==> config.mk <==
export PLATFORM = sky130hd
export DESIGN_NAME = display_word_scanner_flat
export DESIGN_NICKNAME = d
export VERILOG_FILES = /design/src/rtl/display_word_scanner_if.sv /design/src/rtl/display_word_scanner.sv /design/src/flat_wrapper.sv
export SDC_FILE = /design/constraint.sdc
export NUM_CORES = 1
export LEC_CHECK = 0
export CAP_MARGIN = 20
export CORE_ASPECT_RATIO = 0.75
export CORE_UTILIZATION = 40
export CTS_BUF_LIST = sky130_fd_sc_hd__clkbuf_8
export DETAILED_ROUTE_END_ITERATION = 8
export PLACE_DENSITY = 0.67
export SLEW_MARGIN = 20
export SYNTH_ARGS = -nofsm -noshare
export SYNTH_HDL_FRONTEND = slang
export SYNTH_SLANG_ARGS = --single-unit
export TNS_END_PERCENT = 20
==> constraint.sdc <==
create_clock -name clk -period 4.3 [get_ports clk]
set_clock_uncertainty 0.05 [all_clocks]
set_input_delay 0.86 -clock clk [delete_from_list [all_inputs] [get_ports clk]]
set_output_delay 0.86 -clock clk [all_outputs]
set_load 0.005 [all_outputs]
==> src/rtl/display_word_scanner_if.sv <==
// Synchronous read port between the display scanner (master) and pixel memory (slave).
interface display_word_scanner_if #(
  parameter int unsigned ADDR_W = 8
);
  logic              mem_rd_en;
  logic [ADDR_W-1:0] mem_addr;
  logic [31:0]       mem_rdata;

  modport master (output mem_rd_en, output mem_addr, input  mem_rdata);
  modport slave  (input  mem_rd_en, input  mem_addr, output mem_rdata);
endinterface

==> src/rtl/display_word_scanner.sv <==
// Walks a window of pixel-memory words and holds each on the 32-bit hex display bus
// for a fixed dwell, with halt freeze and manual single-step.
module display_word_scanner #(
  parameter int unsigned NUM_WORDS    = 16,
  parameter int unsigned ADDR_W       = 8,
  parameter int unsigned BASE_ADDR    = 0,
  parameter int unsigned DWELL_CYCLES = 50_000_000,
  localparam int unsigned IW = (NUM_WORDS > 1) ? $clog2(NUM_WORDS) : 1
) (
  input  logic                          clk,
  input  logic                          reset,
  input  logic                          halt,
  input  logic                          step,
  display_word_scanner_if.master        mem,
  output logic [31:0]                   display_word,
  output logic                          word_valid,
  output logic [IW-1:0]                 word_index
);

  localparam int unsigned CW = (DWELL_CYCLES > 1) ? $clog2(DWELL_CYCLES) : 1;
  localparam logic [CW-1:0] DWELL_LAST = CW'(DWELL_CYCLES - 1);
  localparam logic [IW-1:0] IDX_LAST   = IW'(NUM_WORDS - 1);

  typedef enum logic [1:0] {
    FETCH,
    WAIT_DATA,
    HOLD
  } state_t;

  state_t        state;
  state_t        state_next;
  logic [IW-1:0] idx;
  logic [CW-1:0] dwell_cnt;
  logic          rd_en;
  logic          advance;

  always_ff @(posedge clk) begin
    if (reset) begin
      state <= FETCH;
    end else begin
      state <= state_next;
    end
  end

  // step and dwell expiry share one advance, so a coincidence moves by a single word.
  always_comb begin
    state_next = state;
    rd_en      = 1'b0;
    advance    = 1'b0;
    case (state)
      FETCH: begin
        rd_en      = 1'b1;
        state_next = WAIT_DATA;
      end
      WAIT_DATA: begin
        state_next = HOLD;
      end
      HOLD: begin
        if (step || (!halt && (dwell_cnt == DWELL_LAST))) begin
          advance    = 1'b1;
          state_next = FETCH;
        end
      end
      default: begin
        state_next = FETCH;
      end
    endcase
  end

  // The FETCH strobe is combinational so it appears in the first cycle after reset;
  // gating with reset keeps the bus quiet while reset is held.
  assign mem.mem_rd_en = rd_en && !reset;
  assign mem.mem_addr  = mem.mem_rd_en ? (ADDR_W'(BASE_ADDR) + ADDR_W'(idx)) : '0;

  always_ff @(posedge clk) begin
    if (reset) begin
      idx          <= '0;
      dwell_cnt    <= '0;
      display_word <= '0;
      word_valid   <= 1'b0;
      word_index   <= '0;
    end else begin
      case (state)
        WAIT_DATA: begin
          display_word <= mem.mem_rdata;
          word_index   <= idx;
          word_valid   <= 1'b1;
          dwell_cnt    <= '0;
        end
        HOLD: begin
          if (advance) begin
            idx <= (idx == IDX_LAST) ? '0 : idx + IW'(1);
          end else if (!halt && (dwell_cnt != DWELL_LAST)) begin
            dwell_cnt <= dwell_cnt + CW'(1);
          end
        end
        default: begin
        end
      endcase
    end
  end

endmodule
==> src/flat_wrapper.sv <==
// flat-port wrapper written by rule: the top's interface ports become plain ports
module display_word_scanner_flat 
#(
  parameter int unsigned NUM_WORDS    = 16,
  parameter int unsigned ADDR_W       = 8,
  parameter int unsigned BASE_ADDR    = 0,
  parameter int unsigned DWELL_CYCLES = 50_000_000,
  localparam int unsigned IW = (NUM_WORDS > 1) ? $clog2(NUM_WORDS) : 1
)
  (clk, reset, halt, step, display_word, word_valid, word_index, mem_mem_rd_en, mem_mem_addr, mem_mem_rdata);
  display_word_scanner_if #(.ADDR_W(ADDR_W)) mem_i ();
  input  logic clk;
  input  logic reset;
  input  logic halt;
  input  logic step;
  output logic [31:0] display_word;
  output logic word_valid;
  output logic [IW-1:0] word_index;
  output wire logic [$bits(mem_i.mem_rd_en)-1:0] mem_mem_rd_en;
  output wire logic [$bits(mem_i.mem_addr)-1:0] mem_mem_addr;
  input wire logic [$bits(mem_i.mem_rdata)-1:0] mem_mem_rdata;
  assign mem_mem_rd_en = mem_i.mem_rd_en;
  assign mem_mem_addr = mem_i.mem_addr;
  assign mem_i.mem_rdata = mem_mem_rdata;
  display_word_scanner #(.NUM_WORDS(NUM_WORDS), .ADDR_W(ADDR_W), .BASE_ADDR(BASE_ADDR), .DWELL_CYCLES(DWELL_CYCLES)) u_core (.clk(clk), .reset(reset), .halt(halt), .step(step), .mem(mem_i), .display_word(display_word), .word_valid(word_valid), .word_index(word_index));
endmodule
==> results.yml <==
setup_path:
  cp-start-kind: "flip-flop"
  worstPathBufferInverterCount: 2
  cp_max_fo: 5
  worstPathCellList: "inv_1, ha_1, nor2b_1, and2_1, clkdlybuf4s50_1"
  required_ns: 3.39
  reg2reg_slack_ns: 1.70
  reg2regPathDepth: 6
  worst_setup_path_end_kind: "output pin"
  criticalPathCategory: "reg2out"
  r2r_end: "u_core.dwell_cnt[18]"
  slowest_stage: "clkdlybuf4s50_1"
  critPathArrivalTime_ns: 1.97
  cp_top_family: "buffers and inverters"
  r2r_start: "u_core.dwell_cnt[0]"
  slowest_delay_ns: 0.50
floorplan:
  fp-row-count: 28
  start_util: 0.411
  die_w_um: 106
  core-area_sq_um: 7880
  die_area_sq_um: 8470
  io_pins: 82
  die_h_um: 80.0
placement:
  placed_cells: 512
  gp_congestion: 0.772
  pre_cts_ws_ns: 1.34
  postPlaceCellArea_sq_um: 4050
  dp_hpwl_mm: 5.28
  port_buffers: 77
yosys:
  avgSynthCellArea_sq_um: 9.32
  netlist_area_sq_um: 3240
  yosysTopAreaCell: "dfxtp_1"
  synthTopCellsByArea: "dfxtp_1, mux2i_1, nor2_1, nand2_1, nand3_1"
  yosysTopAreaCellShare: 0.426
  synthCells: 348
  ys_warn_count: 0
  synth_cell_types: 52
  seq_area_frac_synth: 0.426
  ys_ff_latch: 69
cells_and_area:
  nets: 461
  n_antenna_cell: 0
  area_growth_syn_to_layout_pct: 31.3
  layout-drive-gt1-share: 0.0875
  fillers: 736
  instances_no_fill: 528
  postLayoutCellArea_sq_um: 4260
global_route:
  grt_max_degree: 52
  grt_pass1_vias: 2548
  grt_usage: 0.185
  antenna_found_initial: 0
  grt_pass1_wl_mm: 12.5
  grt-ovfl-total: 0
detailed_routing:
  first_pass_iters: 4
  maxUsedRoutingLayer: "met4"
  final_antenna_net_count: 0
  wl_met2_mm: 3.53
  drt-total-wl_mm: 7.68
  avgRoutedWirePerCell_um: 14.5
  viasPerCell: 5.36
  vias: 2828
  wl_met3_um: 347
  m1WireLength_mm: 3.70
  drtIter0Drc: 167
  drc: 0
sta:
  slew_viol_final: 0
  period_minus_slack_ns: 2.88
  setup_viol_count_final: 0
  rsz0062_at_grt: "no"
  timing.fmax_ghz: 0.348
  worst_pin_slew_ns: 0.874
  tns_ns: 0
  layout_setup_ws_ns: 1.42
  hold_viol: 0
  fin_crit_sh: 0.669
  slew_headroom: 0.415
min_path:
  min_path_cells: 2
  worstHoldStart: "u_core.word_valid"
  min_to: "u_core.word_valid"
  hold_path.class: "reg2reg"
cts:
  numClockSinks: 69
  h-tree-depth: 3
  postCtsHoldBufs: 0
  cts_max_path_buffers: 2
  cts_resized: 0
  clk_pin_slew_ns: 0.07
  cts_tree: "yes"
  clkLatencyLatePin_ns: 0.34
  post_cts.repair.setup_buffers: 0
  root_buffer: "clkbuf_8"
  numCtsBuffers: 9
pwr:
  p_seq_frac: 0.471
  power_frac_clock: 0.366
  leakagePower_nw: 1.55
  power.switching_uw: 373
  pwr-share-comb: 0.163
  p_int_mw: 1.08
  power_density_nw_per_um2: 341
  switching_share: 0.257
  power_mw: 1.45
  vdd_drop_max_mv: 0.262
status:
  status: "completed"
job:
  cap_viol_max_count: 0
## placed cells by master, fill, tap and decap left out, types with 4 or more instances in the layout
cell	Yosys	final
clkdlybuf4s50_1	0	76
dfxtp_1	69	69
nor2_1	47	47
mux2i_1	43	43
nand2_1	28	28
nand3_1	18	18
clkbuf_8	0	10
nand4_1	9	9
o21ai_0	8	8
o211ai_1	8	8
and2_1	7	7
inv_1	7	7
a21oi_1	6	6
or4_1	6	6
o31ai_1	6	6
ha_1	7	6
and4_1	4	4
o41ai_1	4	4
a41oi_1	4	4
conb_1	1	4
## tightest hold or removal path, stage by stage (launching register included)
cell and delay [ns]:
dfxtp_1 0.33, nor2_1 0.05, nor2_1 0.07
## registers in the layout, indices dropped and copies added (netlist names)
register,cells
u_core.display_word,32
u_core.dwell_cnt,26
u_core.idx,4
u_core.state,2
u_core.word_index,4
u_core.word_valid,1
## stage by stage
stage	utilization	hold WS, ns
floorplan	-	0.382
global placement	0.513	0.396
detailed placement	0.513	0.413
CTS	0.539	0.430
global route	0.540	0.458
finish	0.540	0.426
## power groups by stage
stage / clock network, mW / registers [mW] / logic [mW]
2_1_floorplan: 0 / 0.699 / 0.123
3_3_place_gp: 0 / 0.696 / 0.234
3_5_place_dp: 0 / 0.698 / 0.236
4_1_cts: 0.545 / 0.683 / 0.238
5_1_grt: 0.577 / 0.688 / 0.257
6_report: 0.532 / 0.684 / 0.236
## final cells by class
class / count / area (sq um) / share of cell area
clock inverters: 6 / 62.6 / 0.0147
multi-input cells: 252 / 1740 / 0.408
well taps: 105 / 131 / 0.0309
inverters: 7 / 26.3 / 0.00617
clock buffers: 10 / 138 / 0.0323
repair buffers: 79 / 781 / 0.183
flip-flops and latches: 69 / 1380 / 0.325
## worst max path at each step
| stage | cells after the start | slack (ns) | to | from |
|---|---|---|---|---|
| after floorplan | 5 | 2.01 | u_core.dwell_cnt[3] | halt |
| after global placement | 5 | 1.41 | u_core.dwell_cnt[10] | halt |
| after detailed placement | 6 | 1.34 | u_core.dwell_cnt[25] | halt |
| after CTS | 5 | 1.46 | mem_mem_addr[1] | u_core.state[0] |
| after global routing | 5 | 1.29 | mem_mem_addr[3] | u_core.state[0] |
| final | 5 | 1.42 | mem_mem_addr[1] | u_core.state[1] |
## cells in the mapped netlist (all sizes together)
library cell,count
a21o,1
o2111ai,2
or3,1
nor3b,2
and2,7
and3,3
o211ai,8
clkbuf,9
o41ai,5
a22oi,1
nand2,28
nor3,2
a31oi,2
nor4b,2
dfxtp,69
inv,7
or3b,2
or4,9
o31a,2
nand2b,3
a21oi,6
nor2,47
and4,4
o41a,1
a311oi,1
o21ai,8
nand4,10
nand3,20
o311ai,2
nor4,1
a32o,1
conb,1
buf,14
ha,7
nor2b,3
o31ai,7
a41oi,4
and4bb,1
mux2i,43
or2,1
a21boi,1
## logic make-up after synthesis
kind of cell | count (synthesis) | synth area share
muxes | 43 | 0.133
AOI/OAI and AO/OA | 52 | 0.128
buffers and inverters | 30 | 0.0459
other | 1 | 0.00116
and+or+nand+nor | 146 | 0.239
DFF | 69 | 0.426
adders and majority gates | 7 | 0.0270
## routing by layer
layer  global-route usage  vias up
met4               0.0542        0
met2                0.293       60
li1                     -     1400
met5                    0        -
met1                0.247     1356
met3               0.0498       12
No activity file was read; power rests on OpenSTA's default activity.
